[src/rtl/oam_dma_controller_pkg.sv]
// Shared constants for the sprite (OAM) DMA controller: FSM encodings, default
// register/port addresses and bus rw encodings.
package oam_dma_controller_pkg;

  localparam logic [2:0] OAM_DMA_IDLE  = 3'd0;
  localparam logic [2:0] OAM_DMA_HALT  = 3'd1;
  localparam logic [2:0] OAM_DMA_ALIGN = 3'd2;
  localparam logic [2:0] OAM_DMA_READ  = 3'd3;
  localparam logic [2:0] OAM_DMA_WRITE = 3'd4;

  localparam logic [15:0] DMA_REG_ADDR_DEFAULT  = 16'h4014;
  localparam logic [15:0] OAM_DATA_ADDR_DEFAULT = 16'h2004;

  localparam logic RW_READ  = 1'b1;
  localparam logic RW_WRITE = 1'b0;

endpackage

[src/rtl/oam_dma_controller_bus_owner_mux.sv]
// bus_owner_mux: combinational selector handing the system bus to either the
// CPU core or the DMA sequencer, keyed on dma_active.
module oam_dma_controller_bus_owner_mux (
  input  logic        dma_active,
  input  logic [15:0] cpu_addr,
  input  logic [7:0]  cpu_wdata,
  input  logic        cpu_rw,
  input  logic [15:0] dma_addr,
  input  logic [7:0]  dma_wdata,
  input  logic        dma_rw,
  output logic [15:0] bus_addr,
  output logic [7:0]  bus_wdata,
  output logic        bus_rw
);

  always_comb begin
    bus_addr  = cpu_addr;
    bus_wdata = cpu_wdata;
    bus_rw    = cpu_rw;
    if (dma_active) begin
      bus_addr  = dma_addr;
      bus_wdata = dma_wdata;
      bus_rw    = dma_rw;
    end
  end

endmodule

[src/rtl/oam_dma_controller.sv]
// 2A03 sprite DMA: halts the CPU, copies one page to the PPU OAM data port and
// arbitrates the bus. Define OAM_DMA_ALIGN_EN to insert the odd-parity ALIGN cycle.
module oam_dma_controller
  import oam_dma_controller_pkg::*;
#(
  parameter logic [15:0] DMA_REG_ADDR  = DMA_REG_ADDR_DEFAULT,
  parameter logic [15:0] OAM_DATA_ADDR = OAM_DATA_ADDR_DEFAULT,
  parameter int unsigned XFER_LEN      = 256
) (
  input  logic        clock,
  input  logic        reset,
  input  logic [15:0] cpu_addr,
  input  logic [7:0]  cpu_wdata,
  input  logic        cpu_rw,
  output logic        cpu_halt,
  output logic [15:0] bus_addr,
  output logic [7:0]  bus_wdata,
  output logic        bus_rw,
  input  logic [7:0]  bus_rdata,
  output logic        dma_active
);

`ifdef OAM_DMA_ALIGN_EN
  localparam logic AlignEn = 1'b1;
`else
  localparam logic AlignEn = 1'b0;
`endif

  localparam logic [7:0] LastIdx = 8'(XFER_LEN - 1);

  logic [2:0]  state_q, state_d;
  logic [7:0]  idx_q, page_q, latch_q;
  logic        parity_q;
  logic        trigger;
  logic [15:0] dma_addr;
  logic [7:0]  dma_wdata;
  logic        dma_rw;

  assign trigger = (state_q == OAM_DMA_IDLE) && (cpu_rw == RW_WRITE) &&
                   (cpu_addr == DMA_REG_ADDR);

  assign dma_active = (state_q != OAM_DMA_IDLE);
  assign cpu_halt   = dma_active;

  always_comb begin
    state_d   = state_q;
    dma_addr  = cpu_addr;
    dma_wdata = latch_q;
    dma_rw    = RW_READ;
    case (state_q)
      OAM_DMA_IDLE: begin
        if (trigger) state_d = OAM_DMA_HALT;
      end
      OAM_DMA_HALT: begin
        // Dummy read on the CPU's address while the core settles.
        state_d = (AlignEn && parity_q) ? OAM_DMA_ALIGN : OAM_DMA_READ;
      end
      OAM_DMA_ALIGN: begin
        state_d = OAM_DMA_READ;
      end
      OAM_DMA_READ: begin
        dma_addr = {page_q, idx_q};
        state_d  = OAM_DMA_WRITE;
      end
      OAM_DMA_WRITE: begin
        dma_addr = OAM_DATA_ADDR;
        dma_rw   = RW_WRITE;
        state_d  = (idx_q == LastIdx) ? OAM_DMA_IDLE : OAM_DMA_READ;
      end
      default: begin
        state_d = OAM_DMA_IDLE;
      end
    endcase
  end

  always_ff @(posedge clock) begin
    if (reset) begin
      state_q  <= OAM_DMA_IDLE;
      idx_q    <= 8'h00;
      page_q   <= 8'h00;
      latch_q  <= 8'h00;
      parity_q <= 1'b0;
    end else begin
      parity_q <= ~parity_q;
      state_q  <= state_d;
      if (trigger) page_q <= cpu_wdata;
      if (state_q == OAM_DMA_READ) latch_q <= bus_rdata;
      if (state_q == OAM_DMA_WRITE) begin
        idx_q <= (idx_q == LastIdx) ? 8'h00 : idx_q + 8'h01;
      end
    end
  end

  oam_dma_controller_bus_owner_mux u_bus_owner_mux (
    .dma_active (dma_active),
    .cpu_addr   (cpu_addr),
    .cpu_wdata  (cpu_wdata),
    .cpu_rw     (cpu_rw),
    .dma_addr   (dma_addr),
    .dma_wdata  (dma_wdata),
    .dma_rw     (dma_rw),
    .bus_addr   (bus_addr),
    .bus_wdata  (bus_wdata),
    .bus_rw     (bus_rw)
  );

endmodule

[config.mk]
export PLATFORM = sky130hd
export DESIGN_NAME = oam_dma_controller
export DESIGN_NICKNAME = d
export VERILOG_FILES = /design/src/rtl/oam_dma_controller_pkg.sv /design/src/rtl/oam_dma_controller_bus_owner_mux.sv /design/src/rtl/oam_dma_controller.sv
export SDC_FILE = /design/constraint.sdc
export NUM_CORES = 1
export LEC_CHECK = 0
export CELL_PAD_IN_SITES_DETAIL_PLACEMENT = 2
export CELL_PAD_IN_SITES_GLOBAL_PLACEMENT = 2
export CORE_ASPECT_RATIO = 2
export CORE_UTILIZATION = 25
export CTS_CLUSTER_DIAMETER = 50
export DETAILED_ROUTE_END_ITERATION = 10
export GPL_ROUTABILITY_DRIVEN = 0
export PLACE_DENSITY = 0.82
export SETUP_SLACK_MARGIN = 0.1
export SLEW_MARGIN = 20
export SYNTH_ARGS = -nofsm -noshare
export SYNTH_HDL_FRONTEND = slang
export SYNTH_HIERARCHICAL = 1
export SYNTH_SLANG_ARGS = --single-unit
[constraint.sdc]
create_clock -name clock -period 2.65 [get_ports clock]
set_clock_uncertainty 0.2 [all_clocks]
set_input_delay 0.53 -clock clock [delete_from_list [all_inputs] [get_ports clock]]
set_output_delay 0.53 -clock clock [all_outputs]
set_load 0.05 [all_outputs]
======== Yosys cells after proc, flatten, opt, wreduce, memory -nomap -nowiden ========
Cells that the tools add are included.
operators by class
  add/subtract/negate cells ............... 1
  equal/unequal tests ..................... 7
  mux-type cells .......................... 9
  bitwise logic cells ..................... 1
  reductions and logical operators ........ 5
operators with widths
  operator                number
  $pmux W16 S2            1
  $eq A16 B15 Y1 const B  1
  $mux W16                1
  $mux W8                 2
  $pmux W3 S4             1
  $add A8 B1 Y8 const B   1
  $eq A8 B8 Y1 const B    1
  $eq A3 B2 Y1 const B    2
  $eq A3 B1 Y1 const B    1
  $eq A3 B3 Y1 const B    1
  $logic_not A3 Y1        1
  $mux W3                 1
  $reduce_bool A3 Y1      1
  $logic_and A1 B1 Y1     2
  $mux W1                 2
  $mux W2                 1
  $ne A2 B2 Y1 const B    1
  $reduce_or A2 Y1        1
  $not A1 Y1              1
word-level totals
  register bits after elaboration ......... 27
  input port bits ......................... 35
  output and inout bits ................... 27
  logic and storage cells ................. 27

======== Logic depth before layout (Yosys ltp) ========
  word-level depth ........................ 5
  gate-level depth with buffers ........... 6
  depth with buffers taken out ............ 5

======== Modules after synthesis ========
The synthesis kept the hierarchy.
by module, submodules not included
  module                            instances  cells each  area an instance (um^2)  sequential area each (um^2)
  oam_dma_controller                1          161         1296.2                   540.5
  oam_dma_controller_bus_owner_mux  1          28          407.9                    0.0

======== Least setup slack after synthesis ========
Ideal clock, no wire load.
  path type ............................... register to output
  start point ............................. reg state_q[1]
  end point ............................... out bus_addr[15]
  data arrival time ....................... 1657 ps
  required time ........................... 1920 ps
  setup slack ............................. 263 ps
  stages on the path, launching flop included .. 7
  path buffers ............................ 1
  cells stage by stage .................... dfxtp_1 > nand2_1 > nor2_1 > nor2_1 > clkbuf_1 > a22o_1 > mux2_2
between the ends
  longest elaborated chain between the ends .. 3
  elaborated cells on any way between the ends .. 5
  those cells by class .................... eq/ne (2); mux (2); reduce/logical (1)
ends and longest elaborated chain
  what                                                 line                                    text
  start: declaration                                   oam_dma_controller.sv:31                logic [2:0] state_q, state_d;
  start signal: assignment                             oam_dma_controller.sv:85                state_q <= state_d;
  $eq A3 B3 Y1 / $eq A3 B2 Y1 (equally long branches)  oam_dma_controller.sv:50                case (state_q)
  $pmux W16 S2 (*)                                     oam_dma_controller.sv:50
  named net dma_addr[15]                               oam_dma_controller.sv:35                logic [15:0] dma_addr;
  $mux W16 (*)                                         oam_dma_controller_bus_owner_mux.sv:20  if (dma_active) begin
  end: declaration                                     oam_dma_controller.sv:16                output logic [15:0] bus_addr,
The timed path passes the listed nets; every way through them passes the cells marked *.

======== Worst setup path in the final report ========
  start point ............................. reg state_q[1]
  end point ............................... out bus_addr[1]
Same word-level chain as after synthesis.

==> results.toml <==
[run_status]
outcome = "finished clean"

[global_routing]
grt_pass1_wl_um = 9563
grt.overflow.total = 0
antenna_violations_before_repair = 0
grt_start_max_net_pins = 28
grt_usage = 0.1789
first_global_vias = 1934

[timing]
final-max-slew-violation-count = 0
setup_viol = 0
final-hold-violation-count = 0
final.min_clock_period_ns = 2.482
fin_setup_tns_ns = 0
maxClockFrequency_mhz = 403.0
worst_slew_pin_slew_ns = 0.4751
period_utilization = 0.9364
timing.max_slew.rel_slack = 0.6826
timing.hold.ws_ns = 0.2607
rsz0062_at_grt = "no"

[layout]
num_antenna_cells = 0
final_layout_size_suffix_gt1_frac = 0.2960
stdcell_area_um2 = 2783
final-instance-count-excl-fill = 338
finish.net_count = 287
layout_commonest_cell = "clkdlybuf4s50_1"
layout.cells.most_common_list = "clkdlybuf4s50_1, buf_12, nand2_1, dfxtp_1, mux2_4"
syn2layout_area_growth_pct = 63.29

[critical_path]
data_arrival_time_at_the_worst_slack_endpoint_ns = 1.75
critical_path.n_buffers_inverters = 1
cpMaxStageDelayCell = "dfxtp_2"
critical_path.reg2reg.endpoint = "idx_q[3]$_SDFFE_PP0P_"
crit_chain = "nand2_1 -> nor2_4 -> nor2_4 -> a22o_1 -> mux2_4 -> buf_12"
path_common_cell = "nor2_4"
timing.critical_path.slowest_cell_delay_ns = 0.40
crit_required_ns = 1.92
regToRegStartpoint = "state_q[2]$_SDFFE_PP0P_"
crit_start_category = "register"
cp-end-kind = "output pin"
ff2ff_path_depth = 6
r2r_setup_slack_ns = 0.70
path_class = "register to output pin"
worstPathMaxFanout = 14
cpLargestDelayFamily = "simple AND/OR/NAND/NOR gates"
crit_path_start = "state_q[1]$_SDFFE_PP0P_"

[route]
detail_route.drc_violations = 0
detailedRoute.firstPassIterationCount = 4
drt-initial-drc-count = 15
drt-vias-per-instance = 5.074
total_via_count_after_detailed_routing = 1715
routed_wl_um = 6052
drt-wirelength-per-cell_um = 17.91
detail-route-antenna-nets = 0

[clock_network]
numCtsBuffers = 3
clk_path_buf_depth = 2
cts.hold.buffers_added = 0
cts.root.buffer_cell = "clkbuf_16"
cts.sink_count = 27
cts.clk_slew.worst_paths_ns = 0.07
insertion_delay_ns = 0.27
cts.htree.levels = 1
tritoncts = "built"

[floorplan]
floorplan.initialDensity = 0.2574
num_rows = 42
design.portCount = 62
die_x_um = 60.38
fp.dieH_um = 118.8
core_area_um2 = 6621
die_area_um2 = 7171

[synth]
netlist_area_um2 = 1704
ys.warnings.count = 6
synth.area.top_cells = "dfxtp_1, mux2_4, a22o_1"
share_of_the_synthesized_area_in_the_top_cell_type = 0.3172
synth-seq-cells = 27
post_synth_net_total = 225
netlist-cell-type-count = 37
yosys_most_used_dff = "dfxtp_1"
post_synth.cell_area_avg_um2 = 9.017
synth_edf_count = 0
post_synth_inst_count = 189
ys_seq_area_frac = 0.3172
postSynth.asyncResetShare = 0
synth_largest_area_cell = "dfxtp_1"

[placement]
placedCellCount = 333
detailed_place_hpwl_um = 4740
placement_cell_area_um2 = 2663
io_buffer_count = 61

[power]
leakagePower_nw = 1.088
ir_worst_vdd_mv = 0.3257
power_density_nw_per_um2 = 566.9

[flow_run]
maxCapViolations = 0

[worst_hold_path]
hold_path_cells = 2
hold_path_startpoint = "dma_wdata[3]$_SDFFE_PP0N_"
worst_hold_path.endpoint = "dma_wdata[3]$_SDFFE_PP0N_"
hp-class = "register to register"
worst max path at each step:
stage              endpoint  slack (ns)  cells after the start
2_1_floorplan  bus_addr[15]        0.26                      6
3_3_place_gp   bus_addr[15]        0.20                      6
3_5_place_dp    bus_addr[1]        0.04                      6
4_1_cts         bus_addr[1]        0.11                      5
5_1_grt         bus_addr[1]        0.10                      6
6_report        bus_addr[1]        0.17                      6
kinds of logic (layout without fill, tap and decap cells):
| group | Yosys count | count (layout) | synth area share |
|---|---|---|---|
| mux | 26 | 26 | 0.2151 |
| simple gates | 68 | 68 | 0.1953 |
| xor+xnor | 4 | 4 | 0.02056 |
| buf+inv | 15 | 76 | 0.05873 |
| compound gates | 48 | 48 | 0.1858 |
| fa+ha+maj | 1 | 1 | 0.007341 |
| flops | 27 | 27 | 0.3172 |
flip-flops by register name, summed over array words and instances (netlist names):
signal	cells
page_q	8
state_q	3
dma_wdata	8
idx_q	8
final cells by class:
class                   instances  area, µm²
fillers                       717       3839
repair buffers                 70      955.9
clock buffers                   4      78.83
well taps                      88      110.1
inverters                       2      7.507
multi-input cells             147       1086
flip-flops and latches         27      544.3
where the power goes:
part	total [mW]	leakage (nW)	switching (mW)	internal, mW
clock	0.352	0.0382	0.146	0.206
sequential	0.420	0.219	0.00868	0.411
combinational	0.805	0.831	0.396	0.410
through the flow:
step	utilization	power [mW]	setup slack, ns
floorplan	-	0.8804	0.2631
global placement	0.4021	1.226	0.1986
detailed placement	0.4021	1.240	0.04071
CTS	0.4176	1.597	0.1148
global route	0.4203	1.632	0.1011
finish	0.4203	1.577	0.1684
per-layer routing:
| layer | wire (µm) | part of all wire | GRT usage | vias to the layer above |
|---|---|---|---|---|
| met5 | 0 | 0 | 0 | - |
| met4 | 160 | 0.026 | 0.07267 | 0 |
| met3 | 181 | 0.030 | 0.01751 | 9 |
| met2 | 3672 | 0.61 | 0.3565 | 47 |
| met1 | 2039 | 0.34 | 0.1678 | 844 |
| li1 | - | - | - | 815 |
worst reg2reg max path: cells and delay by family (launching register included):
| kind | cells | cell delay, ns |
|---|---|---|
| AO/OA/AOI/OAI | 3 | 0.67 |
| flip-flops | 1 | 0.41 |
| buffers and inverters | 2 | 0.30 |
| AND/OR/NAND/NOR | 1 | 0.29 |
cells in the mapped netlist (2+ instances only):
master and number:
nor3_1 2, a22o_1 14, a21oi_1 17, nand4_1 3, a31oi_1 2, o21ai_0 9, nor2_1 16, buf_12 2
dfxtp_1 27, and4_1 2, clkbuf_1 8, nor4b_1 2, nand3_1 12, nand2_1 24, mux2_2 5, and3_1 2
mux2_4 20, xor2_1 3
timing repair:
action,in CTS,in global routing
pin swaps,0,1
setup endpoints to repair,25,16
gates resized for setup,8,3
buffers inserted,0,1
Power figures use the tool's default switching activity.
==> RTL edit, RTL diff (same settings) <==
Register the output `bus_wdata`, with the module's reset; this adds one clock of latency there. The other outputs are not delayed to match.
--- a/src/rtl/oam_dma_controller.sv
+++ b/src/rtl/oam_dma_controller.sv
@@ -28,4 +28,6 @@
 
   localparam logic [7:0] LastIdx = 8'(XFER_LEN - 1);
+
+  logic [7:0] bus_wdata_d;
 
   logic [2:0]  state_q, state_d;
@@ -101,8 +103,16 @@
     .dma_rw     (dma_rw),
     .bus_addr   (bus_addr),
-    .bus_wdata  (bus_wdata),
+    .bus_wdata  (bus_wdata_d),
     .bus_rw     (bus_rw)
   );
 
+  always_ff @(posedge clock) begin
+    if (reset) begin
+      bus_wdata <= '0;
+    end else begin
+      bus_wdata <= bus_wdata_d;
+    end
+  end
+
 endmodule
 
Formal check against the unedited RTL: not equivalent (Yosys sat finds a counterexample within 4 cycles, from zero or initial values and one cycle with reset high).
==> RTL edit against the original RTL <==
- synthesized cell count up 8.5%
- wire length grew 8.3%
- setup slack worse by 30 ps
- power up 49%
- area after synthesis grew 15%
- core utilization is 2.6 points lower
- critical path type unchanged
- highest routed layer unchanged
- design area grew 7.8%
- die area rose by 15%
- sequential cell count grew 8
==> RTL edit: results <==
{
  "p_int_w": 0.00146,
  "synth_warnings": 6,
  "synthMuxAreaShare": 0.182,
  "pwr-share-seq": 0.250,
  "status": "complete, no violations",
  "cpPeakStageDelay_ps": 420,
  "synth.area.top_cells": "dfxtp_1 (36%), mux2_4 (15%), a22o_1 (6.2%), a21oi_1 (4.6%), nand2_1 (4.2%)",
  "place_ws_ps": -228,
  "multi_input_cells": 154,
  "r2r_cells": 5,
  "n_all_buffers": 83,
  "multi_input_area_um2": 1210,
  "synth_top_family_by_area": "simple AND/OR/NAND/NOR gates",
  "synth_common_cells": "dfxtp_1 (35), nand2_1 (22), mux2_4 (20)",
  "drt_iter0_drc": 37,
  "use_met1": 0.150,
  "multi_input_area_share": 0.402,
  "final-clk-cell-share": 0.0480,
  "p_sw_w": 0.000890,
  "cts_buffers": 5,
  "seq_area_um2": 712,
  "cp_max_fo": 17,
  "yosys.area_share.adder": 0.00637,
  "hold_path_end": "dma_wdata[5]$_SDFFE_PP0N_",
  "dp_hpwl_um": 4910,
  "cp_slowest_cell": "or3_4",
  "worst_hold_slack_ps": 266,
  "synth_xor_area_frac": 0.0357,
  "peakVddDrop_mv": 0.244,
  "drt-met1-wl_um": 2190,
  "grt_usage": 0.170,
  "first_global_vias": 2117,
  "core_um2": 7600,
  "synthesis.nets": 241,
  "arrival_ps": 1780,
  "ys_ff_latch": 35,
  "buffer_area_frac": 0.271,
  "ys_types": 42,
  "synth-compound-area-share": 0.157,
  "r2r_end": "page_q[2]$_SDFFE_PP0P_",
  "drive_gt1_frac": 0.338,
  "grtUsageMet2": 0.351,
  "grt_max_degree": 33,
  "fin_cells": 375,
  "dp.cells": 367,
  "clock_buffers": 6,
  "htreeDepth": 2,
  "fillerInstances": 832,
  "min_from": "dma_wdata[5]$_SDFFE_PP0N_",
  "p_leak_nw": 1.22,
  "routed-wl-met3_um": 185,
  "wl_met2_um": 4000,
  "tightestPinTransition_ps": 493,
  "ys_seq_area_frac": 0.357,
  "reg2reg_slack_ps": 440
}
## RTL edit: cell count changes after synthesis, moves of 2 or more
cell	delta
o21ai_1	+8
dfxtp_1	+8
nor4b_1	-2
o21ai_0	-9
nor2_1	-7
nor3_1	-2
nand2_1	-2
xnor2_1	+3
nor2b_1	+8
and2_1	+5
## RTL edit: how the worst max path moves through the flow
stage | start | endpoint | slack, ps
after CTS | state_q[2]$_SDFFE_PP0P_ | bus_addr[13] | 110
after floorplan | state_q[2]$_SDFFE_PP0P_ | bus_addr[0] | 180
final | state_q[2]$_SDFFE_PP0P_ | bus_addr[14] | 140
after detailed placement | cpu_addr[0] | page_q[2]$_SDFFE_PP0P_ | -230
after global routing | state_q[2]$_SDFFE_PP0P_ | bus_addr[13] | 100
after global placement | cpu_addr[9] | page_q[5]$_SDFFE_PP0P_ | -150
## RTL edit: tightest hold or removal path: stages (launching register included)
cell and delay (ps):
dfxtp_1 310, nand2_1 60, a21oi_1 50
